<file path="config.mk">
export PLATFORM = sky130hd
export DESIGN_NAME = nrisc_ula
export DESIGN_NICKNAME = d
export VERILOG_FILES = /design/src/rtl/nrisc_ula_pkg.sv /design/src/rtl/nrisc_ula_addsub.sv /design/src/rtl/nrisc_ula.sv
export SDC_FILE = /design/constraint.sdc
export NUM_CORES = 1
export LEC_CHECK = 0
export ABC_AREA = 1
export CORE_UTILIZATION = 35
export DETAILED_ROUTE_END_ITERATION = 8
export SYNTH_ARGS = -nofsm -noshare
export SYNTH_HDL_FRONTEND = slang
export SYNTH_SLANG_ARGS = --single-unit
</file>
<file path="constraint.sdc">
create_clock -name clk -period 5.5 [get_ports clk]
set_input_delay 0.825 -clock clk [delete_from_list [all_inputs] [get_ports clk]]
set_output_delay 0.825 -clock clk [all_outputs]
set_load 0.01 [all_outputs]
</file>
<file path="src/rtl/nrisc_ula_pkg.sv">
`default_nettype none
// ============================================================================
//  Module      : nrisc_ula_pkg
//  Description : Shared opcodes and status-flag bit positions for the NRISC
//                arithmetic/logic unit.
//  Revision    : 1.0 - initial release
// ============================================================================
package nrisc_ula_pkg;

    // Operation select codes driven on ULA_ctrl
    localparam logic [3:0] OP_ADD = 4'b0000;
    localparam logic [3:0] OP_SUB = 4'b0001;
    localparam logic [3:0] OP_AND = 4'b0010;
    localparam logic [3:0] OP_OR  = 4'b0011;
    localparam logic [3:0] OP_XOR = 4'b0100;
    localparam logic [3:0] OP_SHR = 4'b0101;
    localparam logic [3:0] OP_SHL = 4'b0110;
    localparam logic [3:0] OP_NOT = 4'b0111;
    localparam logic [3:0] OP_RTR = 4'b1101;
    localparam logic [3:0] OP_RTL = 4'b1110;

    // Bit positions inside the 3-bit status word {minus, zero, carry}
    localparam int FLAG_MINUS = 2;
    localparam int FLAG_ZERO  = 1;
    localparam int FLAG_CARRY = 0;

endpackage
`default_nettype wire

</file>
<file path="src/rtl/nrisc_ula_addsub.sv">
`default_nettype none
// ============================================================================
//  Module      : nrisc_ula_addsub
//  Description : TAM-bit signed add/subtract. The operation is carried out on
//                a sign-extended TAM+1-bit copy so the true sign of the result
//                is available even when the TAM-bit result wraps.
//  Revision    : 1.0 - initial release
// ============================================================================
module nrisc_ula_addsub #(
    parameter int TAM = 4
) (
    input  logic [TAM-1:0] i_a,
    input  logic [TAM-1:0] i_b,
    input  logic           i_sub,
    output logic [TAM-1:0] o_sum,
    output logic           o_carry,
    output logic           o_minus
);

    logic [TAM:0] w_a_ext;
    logic [TAM:0] w_b_ext;
    logic [TAM:0] w_exact;
    logic         w_msb_cin;

    // Exact sum/difference; the extra bit can never overflow for signed inputs
    always_comb begin
        w_a_ext = {i_a[TAM-1], i_a};
        w_b_ext = {i_b[TAM-1], i_b};
        w_exact = i_sub ? (w_a_ext - w_b_ext) : (w_a_ext + w_b_ext);
    end

    // Carry is the carry into the MSB; for subtraction it is inverted (no
    // borrow) and forced low when nothing is subtracted
    always_comb begin
        o_sum     = w_exact[TAM-1:0];
        o_minus   = w_exact[TAM];
        w_msb_cin = i_a[TAM-1] ^ i_b[TAM-1] ^ w_exact[TAM-1];
        if (i_sub) begin
            o_carry = (|i_b) & ~w_msb_cin;
        end else begin
            o_carry = w_msb_cin;
        end
    end

endmodule
`default_nettype wire

</file>
<file path="src/rtl/nrisc_ula.sv">
`default_nettype none
// ============================================================================
//  Module      : nrisc_ula
//  Description : NRISC arithmetic/logic unit. Combinational result and
//                {minus, zero, carry} status plus a registered copy of the
//                status for later conditional instructions.
//                Optional: define NRISC_ULA_ROTATE_EN to implement the rotate
//                operations (RTR/RTL); otherwise those codes act as undefined.
//  Revision    : 1.0 - initial release
// ============================================================================
module nrisc_ula
    import nrisc_ula_pkg::*;
#(
    parameter int TAM = 4
) (
    input  logic           clk,
    input  logic           rst,
    input  logic [TAM-1:0] ULA_A,
    input  logic [TAM-1:0] ULA_B,
    input  logic           incdec,
    input  logic [3:0]     ULA_ctrl,
    output logic [TAM-1:0] ULA_OUT,
    output logic [2:0]     ULA_flags,
    output logic [2:0]     ULA_flags_reg
);

    localparam logic [TAM-1:0] c_ONE = {{(TAM-1){1'b0}}, 1'b1};

    logic [TAM-1:0] w_be;
    logic [TAM-1:0] w_as_sum;
    logic           w_as_carry;
    logic           w_as_minus;
    logic [TAM-1:0] w_out;
    logic           w_minus;
    logic           w_carry;
    logic [2:0]     w_flags;
    logic [2:0]     r_flags;

    // Increment/decrement substitutes the constant 1 only for ADD/SUB
    always_comb begin
        if (incdec && ((ULA_ctrl == OP_ADD) || (ULA_ctrl == OP_SUB))) begin
            w_be = c_ONE;
        end else begin
            w_be = ULA_B;
        end
    end

    nrisc_ula_addsub #(
        .TAM (TAM)
    ) u_addsub (
        .i_a     (ULA_A),
        .i_b     (w_be),
        .i_sub   (ULA_ctrl == OP_SUB),
        .o_sum   (w_as_sum),
        .o_carry (w_as_carry),
        .o_minus (w_as_minus)
    );

    // Operation select; anything not listed yields zero with clear minus/carry
    always_comb begin
        w_out   = '0;
        w_minus = 1'b0;
        w_carry = 1'b0;
        case (ULA_ctrl)
            OP_ADD, OP_SUB: begin
                w_out   = w_as_sum;
                w_minus = w_as_minus;
                w_carry = w_as_carry;
            end
            OP_AND: w_out = ULA_A & ULA_B;
            OP_OR:  w_out = ULA_A | ULA_B;
            OP_XOR: w_out = ULA_A ^ ULA_B;
            OP_NOT: w_out = ~ULA_A;
            OP_SHR: begin
                w_out   = {ULA_A[TAM-1], ULA_A[TAM-1:1]};
                w_carry = ULA_A[0];
            end
            OP_SHL: begin
                w_out   = {ULA_A[TAM-2:0], 1'b0};
                w_carry = ULA_A[TAM-1];
            end
`ifdef NRISC_ULA_ROTATE_EN
            OP_RTR: w_out = {ULA_A[0], ULA_A[TAM-1:1]};
            OP_RTL: w_out = {ULA_A[TAM-2:0], ULA_A[TAM-1]};
`endif
            default: begin
                w_out   = '0;
                w_minus = 1'b0;
                w_carry = 1'b0;
            end
        endcase
    end

    // Assemble the status word; zero is derived from the selected result
    always_comb begin
        w_flags             = '0;
        w_flags[FLAG_MINUS] = w_minus;
        w_flags[FLAG_ZERO]  = ~(|w_out);
        w_flags[FLAG_CARRY] = w_carry;
    end

    // Hold last status for conditional instructions; reset wins
    always_ff @(posedge clk) begin
        if (rst) begin
            r_flags <= '0;
        end else begin
            r_flags <= w_flags;
        end
    end

    assign ULA_OUT       = w_out;
    assign ULA_flags     = w_flags;
    assign ULA_flags_reg = r_flags;

endmodule
`default_nettype wire

</file>
# Yosys cells after proc, flatten, opt, wreduce, memory -nomap -nowiden

Index checks and enable logic that the tools add are counted.

Multiplexer cells: 6
Bitwise gates (word level): 9
Multiply operators: 0
$lt $le $gt $ge: 0
Shift-type cells: 0
Add/subtract/negate cells: 2
Equality and inequality tests: 7
Reductions and logical operators: 6
Div/mod/pow operators: 0

Operator list:

| operator           | count |
|---|---|
| $pmux 4 s7         | 1 |
| $eq 4x3->1 const B | 4 |
| $eq 4x2->1 const B | 2 |
| $reduce_or 4->1    | 2 |
| $add 4x4->5        | 1 |
| $mux 5             | 1 |
| $sub 4x4->5        | 1 |
| $and 4x4->4        | 1 |
| $eq 4x1->1 const B | 1 |
| $logic_not 4->1    | 1 |
| $mux 4             | 1 |
| $not 4->4          | 1 |
| $or 4x4->4         | 1 |
| $xor 4x4->4        | 1 |
| $pmux 1 s3         | 1 |
| $mux 1             | 2 |
| $not 1->1          | 2 |
| $reduce_or 2->1    | 1 |
| $xor 1x1->1        | 2 |
| $and 1x1->1        | 1 |
| $logic_and 1x1->1  | 1 |
| $logic_or 1x1->1   | 1 |

Register bits after elaboration: 3
Word-level logic and storage cells: 31
Memory bits (read-only): 0
Latch bits: 0
Memories kept: 0
RAM bits: 0

# Depth between registers and ports, before layout

Gate-level depths: netlist (run 1).

Depth after elaboration: 11
Mapped depth: 19
Depth with buffers taken out: 18

# Hierarchy

Synthesis (run 1) repeated with hierarchy kept, for this count alone.

Cells, all modules: 177
Area total of the unflattened synthesis: 1016.0 um2

By module, submodules not included:

| module           | area each (um2) | times used | cells each |
|---|---|---|---|
| nrisc_ula        | 651.9           | 1          | 115 |
| nrisc_ula_addsub | 364.1           | 1          | 62 |

# Least setup slack after synthesis (run 1)

OpenSTA, ideal clock, no wires.

Path kind: input port to output port
Start: input ULA_ctrl[3]
End: output ULA_flags[1]
Setup slack: 1.834 ns
Path buffers: 0
Stages: 14
Arrival time: 2.841 ns
Path through: nor2_4 > nand3_2 > nand2_1 > inv_1 > ha_1 > o21ai_0 > fa_1 > nand2_1 > o21ai_1 > a21oi_1 > nand2_2 > nor2_1 > nand2_1 > inv_1

Longest elaborated chain between the ends: 9
Elaborated cells on any way between the ends: 18
Those cells by class: add/sub: 2; eq/ne: 7; mux: 3; bitwise: 1; reduce/logical: 5

Ends and longest elaborated chain:

| item                                                 | line                                              | RTL |
|---|---|---|
| from (decl)                                          | nrisc_ula.sv:21                                   | `input logic [3:0] ULA_ctrl,` |
| $eq 4x1->1 / $logic_not 4->1 (equally long branches) | nrisc_ula.sv:41, nrisc_ula.sv:53, nrisc_ula.sv:64 |  |
| $logic_or 1x1->1                                     | nrisc_ula.sv:41                                   | `if (incdec && ((ULA_ctrl == OP_ADD) \|\| (ULA_ctrl == OP_SUB))) begin` |
| $logic_and 1x1->1                                    | nrisc_ula.sv:41                                   |  |
| $mux 4                                               | nrisc_ula.sv:41                                   |  |
| $add 4x4->5 / $sub 4x4->5 (equally long branches)    | nrisc_ula_addsub.sv:29                            | `w_exact = i_sub ? (w_a_ext - w_b_ext) : (w_a_ext + w_b_ext);` |
| $mux 5                                               | nrisc_ula_addsub.sv:29                            |  |
| $pmux 4 s7 (*)                                       | nrisc_ula.sv:64                                   | `case (ULA_ctrl)` |
| via ULA_OUT[1]                                       | nrisc_ula.sv:22                                   | `output logic [TAM-1:0] ULA_OUT,` |
| $reduce_or 4->1 (*)                                  | nrisc_ula.sv:98                                   | `w_flags[FLAG_ZERO] = ~(\|w_out);` |
| $not 1->1 (*)                                        | nrisc_ula.sv:98                                   |  |
| to (decl)                                            | nrisc_ula.sv:23                                   | `output logic [2:0] ULA_flags,` |

The timed path passes the listed nets; every way through them passes the cells marked *.

# Worst setup path in the final report (run 1)

Start: input ULA_ctrl[3]
End: output ULA_flags[1]

Longest elaborated chain between the ends: 9
Elaborated cells on any way between the ends: 18
Those cells by class: add/sub: 2; eq/ne: 7; mux: 3; bitwise: 1; reduce/logical: 5

Ends and longest elaborated chain:

| item                                                 | line |
|---|---|
| $eq 4x1->1 / $logic_not 4->1 (equally long branches) | nrisc_ula.sv:41, nrisc_ula.sv:53, nrisc_ula.sv:64 |
| $logic_or 1x1->1                                     | nrisc_ula.sv:41 |
| $logic_and 1x1->1                                    | nrisc_ula.sv:41 |
| $mux 4                                               | nrisc_ula.sv:41 |
| $add 4x4->5 / $sub 4x4->5 (equally long branches)    | nrisc_ula_addsub.sv:29 |
| $mux 5                                               | nrisc_ula_addsub.sv:29 |
| $pmux 4 s7 (*)                                       | nrisc_ula.sv:64 |
| $reduce_or 4->1 (*)                                  | nrisc_ula.sv:98 |
| $not 1->1 (*)                                        | nrisc_ula.sv:98 |

Mark *: on every way between the ends. The rest lies on a longest branch, timed or not.

==> Flow_metrics.wiki, run 1 <==
{| class="wikitable"
! Metric !! Value
|-
| Outcome || complete, no violations
|-
| Finish-stage setup viols || 0
|-
| End point of the most critical hold path || ULA_flags_reg[1]
|-
| Sequential share of power || 14.6%
|-
| DRC violations left || 0
|-
| Placed insts || 196
|-
| GRT Overall Usage || 17.89%
|-
| Worst Setup End Kind || output pin
|-
| First-pass GRT wire length || 3581 microns
|-
| Simple-gate portion of the synthesized area || 41.36%
|-
| Crit-path max FO || 5
|-
| Floorplan die area || 2621 sq um
|-
| CTS Sinks || 3
|-
| Detailed-placement wirelength estimate || 1817 microns
|-
| Type of the most critical hold path || in -> reg
|-
| Initial Util || between 30 and 40%
|-
| Via density per instance || 4.875
|-
| Count of nets left with antenna violations after detail routing || 0
|-
| Final nets || 202
|-
| Count of cell types in the netlist || 24
|-
| Maximum achievable frequency || 204.0 MHz
|-
| Area post-placement || 1107 sq um
|-
| Routed wire length per instance || around 10 microns
|-
| Xor/xnor cell area share of the yosys netlist || 3.102%
|-
| Synth-to-layout area growth || 33.83%
|-
| Min-delay src || rst
|-
| Total count of hold-check failures in the final report || 0
|-
| Net Sw Power || 0.06595 mW
|-
| I/O pin count || 25
|-
| Commonest non-fill, non-tap cells in the layout || 42 x nand2_1, 24 x clkdlybuf4s50_1, 21 x inv_1
|-
| CP required || about 4.7 ns
|-
| Routed wire length || 2059 microns
|-
| Number of hold buffers added after CTS || 0
|-
| Yosys warning total || 0
|-
| Setup fix buffers added after clock tree synthesis || 0
|-
| Register clock-pin slew on the reported worst setup and hold paths || approximately 0.04 ns
|-
| Max FFs per register || 3
|-
| Level count of the clock H-tree || 1
|-
| Post-route non-filler standard cell count || 200
|-
| Dominant cell type by area after synthesis || ha_1
|-
| CTS max path bufs || 2
|-
| Count of filler cells inserted in the layout || 256
|-
| TritonCTS buffer count || 3
|-
| Area of the multi-input gates || ~670 sq um
|-
| Clock power frac || around 23%
|-
| Syn Area/Cell || 5.802 sq um
|-
| Fraction of layout cells with a size suffix above 1 || roughly 12%
|-
| Seq cells post-synth || 3
|-
| Clock tree from TritonCTS || yes
|-
| Critical path data arrival time || 4.08 ns
|-
| Fin crit share || 89.12%
|-
| Worst-case setup slack after placement || 0.5778 ns
|-
| Die Span X || a little over 50 microns
|-
| Synth Net Count || 175
|-
| Sequential cell area fraction in the yosys report || 7.090%
|-
| Count of cells along the worst hold path || 2
|-
| Peak VDD IR || 0.08275 mV
|-
| Power Density || 144.3 nW/um^2
|-
| Slew Viols, Final || 0
|-
| Number of instances in the synthesized netlist || 146
|-
| Total of cells resized after clock tree synthesis || 0
|-
| Most area-consuming cells after synthesis || ha_1 19%, nand2_1 19%, inv_1 9.3%
|-
| Kind of start point of the critical path || input port
|-
| Die outline height || 51.20 microns
|-
| Via count || 975
|-
| Post-route cell area || 1134 sq um
|-
| Critical Path Max Stage Delay || 0.52 ns
|-
| CP cell instances || clkdlybuf4s50_1 -> nor2_4 -> nand3_2 -> nand2_1 -> inv_1 -> ha_1 -> o21ai_0 -> fa_1 -> nand2_1 -> o21ai_1 -> a21oi_1 -> nand2_2 -> nor2_1 -> nand2_1 -> inv_1 -> clkdlybuf4s50_1
|-
| Post-synthesis mux area share || 0%
|-
| Unrepaired setup endpoints after global routing || false
|-
| Area fraction in compound gates after synthesis || 13.15%
|-
| Weighted congestion reported at the end of routability-driven placement || between 0.8 and 0.9
|-
| Iter 0 DRT Violations || 17
|-
| Standard-cell row count || 17
|-
| Length of the first detailed-routing pass in iterations || 4
|-
| Port Buf Inserts || 24
|-
| Crit-path slowest cell || clkdlybuf4s50_1
|-
| Worst-case setup margin in the final layout || 0.5982 ns
|-
| Combinational cell fraction of total power || between 60% and 70%
|-
| Cell at the root of the clock tree || clkbuf_4
|-
| Number of global-route vias before repair || 860
|-
| Leakage power summed over all cells || between 0.6 and 0.7 nW
|-
| Rel. slew slack || 67.38%
|-
| Total Negative Setup Slacks || 0 ns
|-
| Most common library cell in the layout ignoring fill and taps || nand2_1
|-
| Fin crit period || about 5 ns
|-
| Sequential cell area || 60.06 sq um
|-
| Antenna Cells || 0
|-
| Post-synthesis cell area || 847.1 sq um
|-
| Switch share || 40.31%
|-
| Worst Tran Pin Value || 0.4856 ns
|-
| Number of maximum-capacitance violations || 0
|-
| Pin count of the biggest net entering global routing || 7
|-
| Most prevalent standard cell on the critical path || nand2_1
|-
| Worst Setup Path Type || in -> out
|-
| Total core area || 2255 sq um
|-
| Number of antenna violations at the first check in global routing || 0
|-
| Proportion of netlist area held by the largest area contributor || about a fifth
|-
| Internal portion of total power || 0.09767 mW
|-
| Total gr overflow || 0
|-
| Area share of fa/ha/maj cells after synthesis || about 22%
|-
| Largest family of logic cells by synthesized area || simple AND/OR/NAND/NOR gates
|}
==> per-layer routing <==
metal / vias up / wire length, microns / GRT usage, %
met1: 417 / 947 / 23.19
met5: - / 0 / 0
li1: 520 / - / -
met4: 0 / 5 / 4.630
met2: 36 / 964 / 30.92
met3: 2 / 140 / 2.083
==> synth_stat cells (all sizes together) <==
master  count
nand2      48
inv        27
nor2       16
nand3      14
ha         13
a21oi       7
o21ai       5
a211oi      3
dfxtp       3
buf         2
o22ai       2
xnor2       2
fa          1
nor3        1
o31ai       1
xor2        1
==> through the flow <==
| stage | hold WS, ns | utilization [%] | total power [mW] |
|---|---|---|---|
| after global placement | 1.464 | 49.11 | 0.1258 |
| after global routing | 1.218 | 50.28 | 0.1797 |
| after detailed placement | 1.451 | 49.11 | 0.1267 |
| after CTS | 1.215 | 50.28 | 0.1662 |
| final | 1.218 | 50.28 | 0.1636 |
| after floorplan | 0.8941 | - | 0.08661 |
==> power groups by stage <==
stage / clock (mW) / sequential [mW] / combinational [mW]
floorplan: 0 / 0.0252 / 0.0614
global placement: 0 / 0.0243 / 0.102
detailed placement: 0 / 0.0242 / 0.102
CTS: 0.0392 / 0.0239 / 0.103
global route: 0.0402 / 0.0240 / 0.116
finish: 0.0376 / 0.0239 / 0.102
==> worst max path at each step <==
stage / to / cells past startpoint / from / slack [ns]
2_1_floorplan: ULA_flags[1] / 14 / ULA_ctrl[3] / 1.83
3_3_place_gp: ULA_flags[1] / 16 / ULA_ctrl[3] / 0.57
3_5_place_dp: ULA_flags[1] / 16 / ULA_ctrl[3] / 0.58
4_1_cts: ULA_flags[1] / 16 / ULA_ctrl[3] / 0.57
5_1_grt: ULA_flags[1] / 20 / ULA_ctrl[3] / 0.36
6_report: ULA_flags[1] / 16 / ULA_ctrl[3] / 0.60
==> kinds of logic after synthesis <==
| kind of cell | Yosys count |
|---|---|
| AO/OA/AOI/OAI | 18 |
| XOR/XNOR | 3 |
| adder cells (fa/ha/maj) | 14 |
| buffers and inverters | 29 |
| flip-flops | 3 |
| AND/OR/NAND/NOR | 79 |
==> cell type report <==
class / instances / share of cell area, %
multi-input combinational: 114 / 59.16
timing repair buffer: 24 / 21.19
inverter: 27 / 8.940
sequential: 3 / 5.298
tap: 28 / 3.091
clock buffer: 4 / 2.318
==> worst max-delay path, delay by kind of cell <==
kind            cells  cell delay (ns)
fa+ha+maj           2             0.76
compound gates      3             0.54
simple gates        7             0.85
buf+inv             4             1.10
Power figures use the tool's default switching activity.
==> run 2: changes to the inputs <==
--- a/config.mk
+++ b/config.mk
@@ -8,6 +8,7 @@
 export ABC_AREA = 1
 export CORE_UTILIZATION = 35
 export DETAILED_ROUTE_END_ITERATION = 8
+export SLEW_MARGIN = 10
 export SYNTH_ARGS = -nofsm -noshare
 export SYNTH_HDL_FRONTEND = slang
 export SYNTH_SLANG_ARGS = --single-unit
==> constraint.sdc (replaced) <==
create_clock -name clk -period 5.5 [get_ports clk]
set_input_delay 1.1 -clock clk [delete_from_list [all_inputs] [get_ports clk]]
set_output_delay 1.1 -clock clk [all_outputs]
set_load 0.01 [all_outputs]
==> Flow_metrics.wiki, run 2 (synthesis gave the netlist of run 1 again) <==
{| class="wikitable"
! Metric !! Value
|-
| Clock tree from TritonCTS || yes
|-
| GRT Overall Usage || 19.26%
|-
| Net Sw Power || 0.07130 mW
|-
| Most common library cell in the layout ignoring fill and taps || nand2_1
|-
| Minimum hold slack || 1.471 ns
|-
| Max FFs per register || 3
|-
| Fin crit share || a little over nine tenths
|-
| Length of the first detailed-routing pass in iterations || 4
|-
| Standard-cell row count || 17
|-
| Number of antenna violations at the first check in global routing || 0
|-
| Worst Setup End Kind || output pin
|-
| Type of the most critical hold path || in -> reg
|-
| CTS max path bufs || 2
|-
| Total count of hold-check failures in the final report || 0
|-
| Die Span X || 51.20 microns
|-
| Total core area || approximately 2300 sq um
|-
| Via count || 995
|-
| Number of hold buffers added after CTS || 0
|-
| Kind of start point of the critical path || input port
|-
| Register clock-pin slew on the reported worst setup and hold paths || approximately 0.04 ns
|-
| Critical path data arrival time || 4.17 ns
|-
| Unrepaired setup endpoints after global routing || false
|-
| Fin crit period || 5.267 ns
|-
| Via density per instance || 4.950
|-
| Total Negative Setup Slacks || 0 ns
|-
| Count of nets left with antenna violations after detail routing || 0
|-
| Peak VDD IR || 0.08039 mV
|-
| First-pass GRT wire length || around 3800 microns
|-
| Number of maximum-capacitance violations || 0
|-
| CTS Sinks || 3
|-
| Worst Setup Path Type || in -> out
|-
| Post-route non-filler standard cell count || 201
|-
| Synth-to-layout area growth || 38.55%
|-
| Detailed-placement wirelength estimate || 1938 microns
|-
| Placed insts || 196
|-
| Initial Util || 37.57%
|-
| Pin count of the biggest net entering global routing || 7
|-
| Routed wire length per instance || 11.22 microns
|-
| Power Density || 146.9 nW/um^2
|-
| Weighted congestion reported at the end of routability-driven placement || 0.8882
|-
| Antenna Cells || 0
|-
| Total gr overflow || 0
|-
| Fraction of layout cells with a size suffix above 1 || 15.03%
|-
| Slew Viols, Final || 0
|-
| Level count of the clock H-tree || 1
|-
| Cell at the root of the clock tree || clkbuf_4
|-
| Iter 0 DRT Violations || 20
|-
| Internal portion of total power || between 0.1 and 0.15 mW
|-
| Leakage power summed over all cells || 0.6339 nW
|-
| Die outline height || around 51 microns
|-
| Floorplan die area || 2621 sq um
|-
| Post-route cell area || 1174 sq um
|-
| Combinational cell fraction of total power || 63.0%
|-
| Clock power frac || 23.1%
|-
| DRC violations left || 0
|-
| CP required || 4.40 ns
|-
| Outcome || complete, no violations
|-
| Sequential share of power || ~14%
|-
| Crit-path max FO || 5
|-
| Number of global-route vias before repair || 894
|-
| Count of cells along the worst hold path || 2
|-
| Maximum achievable frequency || around 190 MHz
|-
| Commonest non-fill, non-tap cells in the layout || 41 x nand2_1, 23 x clkdlybuf4s50_1, 21 x inv_1
|-
| Rel. slew slack || 66.65%
|-
| Area post-placement || 1107 sq um
|-
| Routed wire length || 2256 microns
|-
| Finish-stage setup viols || 0
|-
| Final nets || 203
|-
| Worst Tran Pin Value || 0.4965 ns
|-
| I/O pin count || 25
|-
| Switch share || 41.35%
|-
| Port Buf Inserts || 24
|-
| TritonCTS buffer count || 3
|}
## run 2: final timing paths
kind,end,slack [ns],from
setup / recovery,ULA_flags[1],0.23,ULA_ctrl[3]
hold / removal,ULA_flags_reg[1],1.47,rst
## run 2: power by group through the flow
stage               logic (mW)  registers, mW  clock network (mW)
global placement         0.101         0.0242                   0
global route             0.122         0.0240              0.0412
detailed placement       0.104         0.0242                   0
finish                   0.109         0.0239              0.0399
CTS                      0.104         0.0239              0.0408
floorplan               0.0614         0.0252                   0
## run 2: layout make-up
class | count | area (sq um)
clock buffers | 4 | 26.28
repair buffers | 25 | 250.2
multi-input cells | 114 | 700.7
flip-flops and latches | 3 | 60.06
well taps | 28 | 35.03
inverters | 27 | 101.3
fillers | 261 | 1081
## run 2: stage by stage
stage	setup slack [ns]	util [%]	power (mW)
after detailed placement	0.002250	49.11	0.1279
after CTS	0.05664	50.28	0.1690
after global routing	0.01382	52.05	0.1876
final	0.2333	52.05	0.1724
after global placement	0.04413	49.11	0.1253
after floorplan	1.284	-	0.08661
## run 2: critical path, cell delays in order
cell             delay (ns)
clkdlybuf4s50_1        0.46
nor2_4                 0.19
nand3_4                0.13
nand2_2                0.11
inv_1                  0.05
ha_1                   0.30
o21ai_2                0.19
fa_1                   0.44
nand2_1                0.08
o21ai_1                0.06
a21oi_1                0.14
nand2_2                0.08
nor2_1                 0.16
nand2_1                0.09
inv_1                  0.06
clkdlybuf4s50_1        0.52
## run 2: routing by layer
layer | part of all wire (%) | up-vias | routed length, microns | global-route usage [%]
met5 | 0 | - | 0 | 0
met4 | 2.0 | 0 | 46 | 7.407
met3 | 6.3 | 6 | 142 | 2.381
met2 | 48 | 30 | 1085 | 34.87
met1 | 44 | 442 | 982 | 22.65
li1 | - | 517 | - | -
## run 2: repair_timing
action / in CTS / in global routing
buffers inserted: 0 / 1
pin swaps: 0 / 3
cloned: 0 / 0
gates resized for setup: 1 / 6
endpoints found under the setup margin: 1 / 3
==> edit: new RTL, config.mk and constraints of run 2 <==
The option `NRISC_ULA_ROTATE_EN` is turned on by a define.
--- a/src/rtl/nrisc_ula.sv
+++ b/src/rtl/nrisc_ula.sv
@@ -9,4 +9,6 @@
 //  Revision    : 1.0 - initial release
 // ============================================================================
+`define NRISC_ULA_ROTATE_EN
+
 module nrisc_ula
     import nrisc_ula_pkg::*;
Function: changed (a bounded check fails within 4 cycles, from zero or initial values and one cycle with rst high).
==> edit against run 2 <==
Area after synthesis is 12% higher; critical endpoint unchanged; total power rose by 5.4%; design area is 9.9% higher; worst setup slack improved by 0.037 ns; global-route usage rose by 1.1 points; critical path type unchanged; synthesized cell count increased by 2.7%; wire length up 13%; sequential cell count is the same; largest cell class unchanged; final cell count grew 4.5%; largest power group unchanged.
==> edit: results <==
{
  "internal-power_mw": 0.105,
  "utilization": 0.511,
  "hp-start": "ULA_ctrl[3]",
  "multiInputGateArea_sq_um": 815,
  "clockPowerShare": 0.217,
  "placed_area_sq_mm": 0.00123,
  "drt_pre_antenna_iters": 5,
  "dp_slack_ns": 0.0578,
  "grt_util_all_layers": 0.203,
  "finalWeightedCongestion": 0.846,
  "vias": 1052,
  "post-cts-setup-buffers": 0,
  "sh_seq_area": 0.0466,
  "leakage_nw": 0.640,
  "synth_top_cells_by_count": "nand2_1, inv_1, nand3_1",
  "place_inst": 205,
  "nClkBuffers": 4,
  "hold_depth": 4,
  "synth.distinct_cells": 29,
  "hold_class": "in -> reg",
  "ctsResizeCount": 0,
  "buffer_area_frac": 0.211,
  "seq_cells": 3,
  "cp-endpoint": "ULA_flags[1]",
  "crit_fanout": 3,
  "status": "complete, no violations",
  "min_to": "ULA_flags_reg[0]",
  "wl_um": 2560,
  "grt_max_degree": 8,
  "async_flop_share": 0,
  "clockBufferDepth": 2,
  "grt_pass1_wl_um": 4320,
  "ys_seq_area_frac": 0.0635,
  "timing.hold.ws_ns": 1.44,
  "synthTopCellsByArea": "ha_1, nand2_1, nand3_1",
  "timing.fmax_mhz": 191,
  "dp_hpwl_um": 2190,
  "n_fill_cell": 262,
  "vias_per_cell": 5.01,
  "buffers": 28,
  "arrival_ns": 4.13,
  "nMultiInputCombCells": 124,
  "clockNetworkAreaShare": 0.0204,
  "totalPowerFinal_mw": 0.182,
  "ir_worst_vdd_uv": 91.2,
  "maxCapViolations": 0,
  "grt_pass1_vias": 1000,
  "drtIter0Drc": 13,
  "inv_count": 21,
  "core-area_sq_mm": 0.00252,
  "avgSynthCellArea_sq_um": 6.31,
  "htree_num_levels": 1,
  "final_nets": 210,
  "drive_gt1_frac": 0.200,
  "synth_nets": 179,
  "worst-slew-pin-transition_ns": 0.565,
  "critPathLaunch": "ULA_ctrl[2]",
  "p_comb_frac": 0.652
}
## edit: cell count changes after synthesis, moves of 3 or more
cell	change
nor3_1	+4
nand2_2	-4
inv_2	-4
nand2_4	+4
inv_1	-3
nor2_1	-7
nor2_2	+6
o31ai_1	+4
## edit: metal layers
metal | share of wire | track usage | wire [um] | up-vias
met4 | 0.013 | 0.0897 | 34 | 0
met3 | 0.043 | 0.0226 | 111 | 4
met5 | 0 | 0 | 0 | -
met1 | 0.45 | 0.241 | 1140 | 463
li1 | - | - | - | 547
met2 | 0.49 | 0.362 | 1270 | 38
## edit: critical path: cells and delay by family
family / cells / cell delay, ns
compound gates: 1 / 0.10
simple gates: 10 / 1.15
fa+ha+maj: 2 / 0.70
buf+inv: 4 / 1.08
## edit: kinds of logic after synthesis
logic type | share of synthesized area
buf+inv | 0.0992
compound gates | 0.101
xor+xnor | 0.0278
simple gates | 0.516
fa+ha+maj | 0.193
flops | 0.0635
